===== src/rtl/spi_slave_shifter_pkg.sv =====
// Shared SPI-path definitions.
// Holds the FSM encoding and default byte width.
package spi_slave_shifter_pkg;

  localparam int SPI_DATA_WIDTH_DEF = 8;

  typedef enum logic [1:0] {
    IDLE  = 2'd0,
    LOAD  = 2'd1,
    SHIFT = 2'd2,
    GAP   = 2'd3
  } spi_state_t;

endpackage


===== src/rtl/spi_sync.sv =====
// Multi-flop synchronizer for one asynchronous SPI line.
// Exposes the last two stages so the parent can detect edges.
module spi_sync #(
  parameter int   SYNC_STAGES = 2,
  parameter logic RST_VAL     = 1'b0
) (
  input  logic clk,
  input  logic rst,
  input  logic d,
  output logic q,
  output logic q_d
);

  logic [SYNC_STAGES-1:0] stg;

  always_ff @(posedge clk or negedge rst) begin
    if (!rst) begin
      stg <= {SYNC_STAGES{RST_VAL}};
    end else begin
      stg <= {stg[SYNC_STAGES-2:0], d};
    end
  end

  assign q   = stg[SYNC_STAGES-2];
  assign q_d = stg[SYNC_STAGES-1];

endmodule


===== src/rtl/spi_slave_shifter.sv =====
// SPI mode-0 slave byte shifter.
// Receives on mosi, transmits data_in on miso, one byte per LOAD.
module spi_slave_shifter
  import spi_slave_shifter_pkg::*;
#(
  parameter int SPI_DATA_WIDTH = SPI_DATA_WIDTH_DEF,
  parameter int SYNC_STAGES    = 2
) (
  input  logic                      clk,
  input  logic                      rst,
  input  logic                      sclk,
  input  logic                      cs,
  input  logic                      mosi,
  output logic                      miso,
  input  logic [SPI_DATA_WIDTH-1:0] data_in,
  output logic                      ready,
  output logic                      flag_start,
  output logic [SPI_DATA_WIDTH-1:0] data_out,
  output logic                      rx_valid
);

  localparam int CW = $clog2(SPI_DATA_WIDTH);
  localparam logic [CW-1:0] LAST = CW'(SPI_DATA_WIDTH - 1);

  logic sclk_q, sclk_qd;
  logic cs_q, cs_qd;
  logic mosi_q, mosi_unused;

  spi_sync #(.SYNC_STAGES(SYNC_STAGES), .RST_VAL(1'b0)) u_sync_sclk (
    .clk (clk),
    .rst (rst),
    .d   (sclk),
    .q   (sclk_q),
    .q_d (sclk_qd)
  );

  spi_sync #(.SYNC_STAGES(SYNC_STAGES), .RST_VAL(1'b1)) u_sync_cs (
    .clk (clk),
    .rst (rst),
    .d   (cs),
    .q   (cs_q),
    .q_d (cs_qd)
  );

  spi_sync #(.SYNC_STAGES(SYNC_STAGES), .RST_VAL(1'b0)) u_sync_mosi (
    .clk (clk),
    .rst (rst),
    .d   (mosi),
    .q   (mosi_q),
    .q_d (mosi_unused)
  );

  logic sclk_rise, sclk_fall, cs_rise, cs_fall;

  assign sclk_rise = sclk_q & ~sclk_qd;
  assign sclk_fall = ~sclk_q & sclk_qd;
  assign cs_rise   = cs_q & ~cs_qd;
  assign cs_fall   = ~cs_q & cs_qd;

  spi_state_t                state;
  logic [SPI_DATA_WIDTH-1:0] tx;
  logic [SPI_DATA_WIDTH-1:0] rx;
  logic [SPI_DATA_WIDTH-1:0] rx_next;
  logic [CW-1:0]             cnt;

  assign rx_next = {rx[SPI_DATA_WIDTH-2:0], mosi_q};

  always_ff @(posedge clk or negedge rst) begin
    if (!rst) begin
      state      <= IDLE;
      tx         <= '0;
      rx         <= '0;
      cnt        <= '0;
      miso       <= 1'b0;
      ready      <= 1'b1;
      flag_start <= 1'b0;
      rx_valid   <= 1'b0;
      data_out   <= '0;
    end else begin
      flag_start <= 1'b0;
      rx_valid   <= 1'b0;
      unique case (state)
        IDLE: begin
          ready <= 1'b1;
          miso  <= 1'b0;
          if (cs_fall) begin
            flag_start <= 1'b1;
            state      <= LOAD;
          end
        end
        LOAD: begin
          if (cs_rise) begin
            ready <= 1'b1;
            miso  <= 1'b0;
            state <= IDLE;
          end else begin
            tx    <= data_in;
            miso  <= data_in[SPI_DATA_WIDTH-1];
            cnt   <= LAST;
            ready <= 1'b0;
            state <= SHIFT;
          end
        end
        SHIFT: begin
          // cs rise wins over any sclk edge seen in the same clk
          if (cs_rise) begin
            ready <= 1'b1;
            miso  <= 1'b0;
            state <= IDLE;
          end else if (sclk_rise) begin
            rx <= rx_next;
            if (cnt == '0) begin
              data_out <= rx_next;
              rx_valid <= 1'b1;
              ready    <= 1'b1;
              state    <= GAP;
            end else begin
              cnt <= cnt - 1'b1;
            end
          end else if (sclk_fall) begin
            tx   <= {tx[SPI_DATA_WIDTH-2:0], 1'b0};
            miso <= tx[SPI_DATA_WIDTH-2];
          end
        end
        GAP: begin
          if (cs_q) begin
            miso  <= 1'b0;
            state <= IDLE;
          end else if (sclk_fall) begin
            state <= LOAD;
          end
        end
        default: state <= IDLE;
      endcase
    end
  end

endmodule


===== config.mk =====
export PLATFORM = sky130hd
export DESIGN_NAME = spi_slave_shifter
export DESIGN_NICKNAME = d
export VERILOG_FILES = /design/src/rtl/spi_slave_shifter_pkg.sv /design/src/rtl/spi_sync.sv /design/src/rtl/spi_slave_shifter.sv
export SDC_FILE = /design/constraint.sdc
export NUM_CORES = 1
export LEC_CHECK = 0
export CAP_MARGIN = 5
export CORE_ASPECT_RATIO = 0.5
export CORE_MARGIN = 2
export CORE_UTILIZATION = 48
export CTS_CLUSTER_SIZE = 28
export DETAILED_ROUTE_END_ITERATION = 12
export GPL_ROUTABILITY_DRIVEN = 0
export HOLD_SLACK_MARGIN = 0.08
export PLACE_DENSITY_LB_ADDON = 0.08
export SETUP_SLACK_MARGIN = 0.4
export SKIP_CTS_REPAIR_TIMING = 1
export SLEW_MARGIN = 20
export SYNTH_ARGS = -nofsm -noshare
export SYNTH_HDL_FRONTEND = slang
export SYNTH_SLANG_ARGS = --single-unit

===== constraint.sdc =====
create_clock -name clk -period 1.6 [get_ports clk]
set_input_delay 0.24 -clock clk [delete_from_list [all_inputs] [get_ports clk]]
set_output_delay 0.24 -clock clk [all_outputs]
set_load 0.02 [all_outputs]

* Yosys cells after proc, flatten, opt, wreduce, memory -nomap -nowiden
Index checks and enable logic that the tools add are counted.
W data, S select, Z words.
** Cells by class
- Bitwise gates (word level) :: 9
- Add/sub/neg operators :: 1
- Equal/unequal tests :: 16
- Reductions and logical operators :: 11
- Mux-type cells :: 35
** Operators by type and width (number)
- $mux W7 :: 4
- $mux W1 :: 15
- $mux W2 :: 7
- $ne A2 B2 Y1 const B :: 7
- $pmux W7 S2 :: 1
- $mux W3 :: 4
- $ne A3 B3 Y1 const B :: 4
- $reduce_and A5 Y1 :: 2
- $reduce_and A3 Y1 :: 3
- $pmux W2 S4 :: 1
- $reduce_and A4 Y1 :: 2
- $pmux W3 S2 :: 1
- $not A1 Y1 :: 5
- $and A1 B1 Y1 :: 4
- $eq A2 B2 Y1 const B :: 2
- $pmux W1 S4 :: 1
- $logic_not A3 Y1 :: 1
- $ne A3 B2 Y1 const B :: 1
- $pmux W1 S3 :: 1
- $reduce_bool A3 Y1 :: 1
- $sub A3 B1 Y3 const B :: 1
- $eq A2 B1 Y1 const B :: 1
- $logic_not A2 Y1 :: 1
- $ne A2 B1 Y1 const B :: 1
- $reduce_bool A2 Y1 :: 1
** Storage, ports and cells
- Register bits :: 36
- Input port bits :: 13
- Output and inout bits :: 12
- Logic and storage cells :: 84

* Longest topological paths before layout
- Depth after elaboration :: 6
- Mapped depth :: 7

* Cells and area by module
From an unflattened synthesis, not the netlist that was laid out.
** Unflattened totals
- Cell total of the unflattened synthesis :: 143
- Area total of the unflattened synthesis :: 1783.0 µm²
** Modules (own cells, without submodules)
- spi_slave_shifter :: sequential area each 777.0 µm², times used 1, area each 1630.3 µm², cells each 137
- spi_sync at u_sync_mosi ... :: sequential area each 50.0 µm², times used 2, area each 50.0 µm², cells each 2
- spi_sync at u_sync_cs :: sequential area each 52.6 µm², times used 1, area each 52.6 µm², cells each 2

* Worst setup path before layout
Ideal clock, no wire load.
- Path kind :: reg-to-reg
- From :: register state[0]
- To :: register rx[0]
- Slack :: 94 ps
- Stages on the path, launching flop included :: 6
- Data arrival time :: 1381 ps
- Buffers on the path :: 1
- Path through :: dfrtp_1 inv_1 ha_1 and3_1 buf_6 mux2_4
** On the way
- Word-level cells in the longest chain between the ends :: 2
** Ends and longest elaborated chain
- start: declaration :: RTL line spi_slave_shifter.sv:60 : spi_state_t state;
- start signal: assignment :: RTL line spi_slave_shifter.sv:70 : state <= IDLE;
- start signal: assignment :: RTL line spi_slave_shifter.sv:88 : state <= LOAD;
- start signal: assignment :: RTL line spi_slave_shifter.sv:95 : state <= IDLE;
- $eq A2 B2 Y1 :: RTL line spi_slave_shifter.sv:82 : unique case (state)
- $reduce_and A3 Y1 (no line)
- end signal: assignment :: RTL line spi_slave_shifter.sv:111 : rx <= rx_next;
- end: declaration :: RTL line spi_slave_shifter.sv:62 : logic [SPI_DATA_WIDTH-1:0] rx;
No other way between the ends.
A chain may end at the register's enable or synchronous reset.

* Worst setup path after layout
- From :: register state[1]
- To :: register cnt[1]
** On the way
- Word-level cells in the longest chain between the ends :: 3
- Elaborated cells on any way between the ends :: 9
- Classes of those cells :: 6 x eq/ne; 1 x mux; 2 x reduce/logical
** Ends and longest elaborated chain
- $eq A2 B2 Y1 / $eq A2 B1 Y1 (equally long branches) :: RTL line spi_slave_shifter.sv:82
- $ne A2 B2 Y1 (no line) / $reduce_bool A2 Y1 (equally long branches)
- $reduce_and A5 Y1 (no line)
- end signal: assignment :: RTL line spi_slave_shifter.sv:118 : cnt <= cnt - 1'b1;
- end: declaration :: RTL line spi_slave_shifter.sv:64 : logic [CW-1:0] cnt;
Several ways; a longest one is shown, not always the timed one.

==> impl_results.md <==
- Finished Cell Area: 2539 um2
- Max Root-Sink Buffers: 2
- GR Util met1: 21.89%
- Commonest cells in the netlist: 33 x dfrtp_1, 17 x mux2_4, 10 x inv_1
- Crit Path Class: flop to flop
- Num CTS Buffers: 5
- Area leader, netlist: dfrtp_1
- DR vias/cell: just under 5
- Initial antenna violation count: 0
- DR iter-0 viols: 53
- RSZ-0062 raised after global routing: yes
- Final hold viol count: 0
- Layout cells sized above 1: 46.20%
- Clock slew at reported path FFs: 70 ps
- Routed WL: roughly 3.5 mm
- Synth top area share: 47.86%
- CTS tree: yes
- Ys async rst share: 100.0%
- Tot GR Track Use: 15.84%
- Number of diodes: 0
- Largest net degree at the start of global routing: 37
- IO Port Bufs: 24
- Most numerous cell in the Yosys netlist: dfrtp_1
- Cells after synthesis: 134
- Buf/Inv on CP: 1
- Distinct cells, synth: 35
- Status: complete, no violations
- CTS sink cnt: 36
- Crit path capture type: flop
- Post-layout minimum cycle time: 1544 ps
- Layout Skew: 4.924 ps
- Worst hold path type: input pin to asynchronous set/reset pin
- Period utilisation layout: 96.52%
- P_leak: 1.298 nW
- Cell row count: 15
- Placed instance area: 2095 um2
- Fmax: 647.5 MHz
- Die Ht: 46.40 um
- Die area: 4119 um2
- Busiest layer in global routing: met2
- FF-to-FF End: cnt[1]
- Post-synthesis sequential area ratio: a little over half
- RR Startpoint: state[1]
- Drt pass-1 iters: 4
- Crit path DAT: about 1700 ps
- Vias after detailed routing: roughly 1200
- First-pass GRT wire length: 4.692 mm
- Met3 usage: 5.914%
- Worst r2r path cells: 5
- Crit path largest cell delay: around 460 ps
- Worst reg2reg setup slack: 60 ps
- Worst Path Required: 1770 ps
- Synth Cell Area: between 1500 and 2000 um2
- Vias in the first global route: 1000
- Max Fanout on Critical Path: 5
- Slew Limit Headroom: 79.11%
- Post-DP HPWL: 2.009 mm
- Worst slew pin tran: 312.8 ps
- Post-route ant nets: 0
- Area Growth Syn to Fin: 47.14%
- Syn nets: 155
- Ys Warns: 0
- Core ar.: 3435 um2
- CP Cell Sequence: inv_2, ha_4, o21ai_4, a21o_1, mux2_4
- Worst path top cell family by delay: flip-flops
- Top_reg_cell synth: dfrtp_1
- Syn avg cell area: ~13 um2
- Maximum vdd drop: around 0.73 mV
- IO Count: 25
- Number of flops mapped to enable cells by yosys: 0
- Chip Width: 88.79 um
- Ranking of synthesized cells by area: dfrtp_1 48%, mux2_4 15%, ha_1 5.8%
- Startpoint Class: flop
- H-tree depth: 2
- Remaining Overflow, GRT: 0
- WL per Instance: roughly 15 um
- Pwr Density: 1385 nW/um2
- Initial Util: ~50%
- Slowest stage cell, crit path: dfrtp_2
- # DRC: 0
- Post-synthesis register bit count: 36
- Slew Limit Fails: 0
- Max Cap Viol: 0
- Root Buffer: clkbuf_8
- Met2 Usage GRT: about a quarter
- Final setup violation count: 0
- Worst-Skew Late Latency: 280 ps
- Final net count: 204
- Post-Route Setup TNS: 0 ps
==> worst max-delay path by stage <==
| stage | cells after the start | slack [ps] | start | to |
|---|---|---|---|---|
| 3_3_place_gp | 6 | 40 | cnt[0] | data_out[5] |
| 2_1_floorplan | 6 | 170 | cnt[0] | data_out[0] |
| 6_report | 5 | 60 | state[1] | cnt[1] |
| 4_1_cts | 1 | -60 | ready | ready |
| 3_5_place_dp | 6 | 6 | cnt[0] | data_out[3] |
| 5_1_grt | 5 | 20 | state[1] | cnt[1] |
==> cells by family after synthesis <==
logic type,count (synthesis),synth area share [%]
flip-flops,36,52.43
AO/OA/AOI/OAI,22,8.412
AND/OR/NAND/NOR,29,10.23
adder cells (fa/ha/maj),8,5.802
multiplexers,24,18.93
buffers and inverters,15,4.205
==> metal layers <==
layer / part of all wire (%) / wire length (um) / up-vias
met1: 49 / 1703 / 563
met3: 5.0 / 171 / 3
met5: 0 / 0 / -
met4: 0.29 / 10 / 0
met2: 45 / 1567 / 24
li1: - / - / 567
==> registers in the layout, summed over array words and instances (netlist names) <==
name	count
cnt	3
data_out	8
flag_start	1
miso	1
ready	1
rx	7
rx_valid	1
state	2
tx	7
u_sync_cs.stg	2
u_sync_mosi.stg	1
u_sync_sclk.stg	2
==> stage by stage <==
stage	worst slack [ps]	util, %	cells	power (mW)	hold WS [ps]
6_report	55.67	73.92	235	3.516	315.8
5_1_grt	15.54	73.92	235	3.707	335.5
4_1_cts	-59.13	64.12	218	3.008	330.2
3_5_place_dp	6.145	60.98	210	2.231	410.4
3_3_place_gp	43.75	60.98	210	2.207	408.4
2_1_floorplan	174.7	-	134	1.945	-55.59
==> cell type report <==
| cell class | instances | area, um2 |
|---|---|---|
| Clock buffer | 6 | 72.57 |
| Timing Repair Buffer | 44 | 466.7 |
| Clock inverter | 2 | 35.03 |
| Tap cell | 51 | 63.81 |
| Inverter | 11 | 46.29 |
| Fill cell | 218 | 895.9 |
| Sequential cell | 36 | 907.1 |
| Multi-Input combinational cell | 85 | 947.2 |
==> placed cells by master (no fill, tap or decap), types with 2 or more instances in the layout <==
cell type | synthesis | routed
ha_1 | 8 | 3
nand3_4 | 1 | 2
inv_4 | 0 | 2
a21oi_2 | 1 | 5
ha_4 | 0 | 4
nand2b_1 | 3 | 3
o21ai_1 | 3 | 2
clkdlybuf4s50_1 | 0 | 12
nand2_1 | 5 | 5
dfstp_2 | 3 | 3
buf_12 | 0 | 2
nor2_1 | 8 | 2
dfrtp_2 | 0 | 2
inv_1 | 10 | 6
a21oi_4 | 0 | 2
inv_2 | 1 | 3
nor2_2 | 0 | 4
clkbuf_8 | 0 | 5
mux2i_1 | 6 | 6
nor2_4 | 0 | 2
buf_4 | 2 | 14
a21oi_1 | 9 | 3
nand3b_1 | 2 | 2
and3_4 | 0 | 2
dlymetal6s2s_1 | 0 | 11
mux2_4 | 17 | 17
buf_6 | 1 | 3
dfrtp_1 | 33 | 31
==> where the power goes <==
group / internal (mW) / switching [mW] / leakage, nW
Combinational: 0.786 / 0.682 / 0.801
Sequential: 1.10 / 0.173 / 0.442
Clock: 0.462 / 0.311 / 0.0552
Total: 2.35 / 1.17 / 1.30
(Power assumes the default switching activity.)
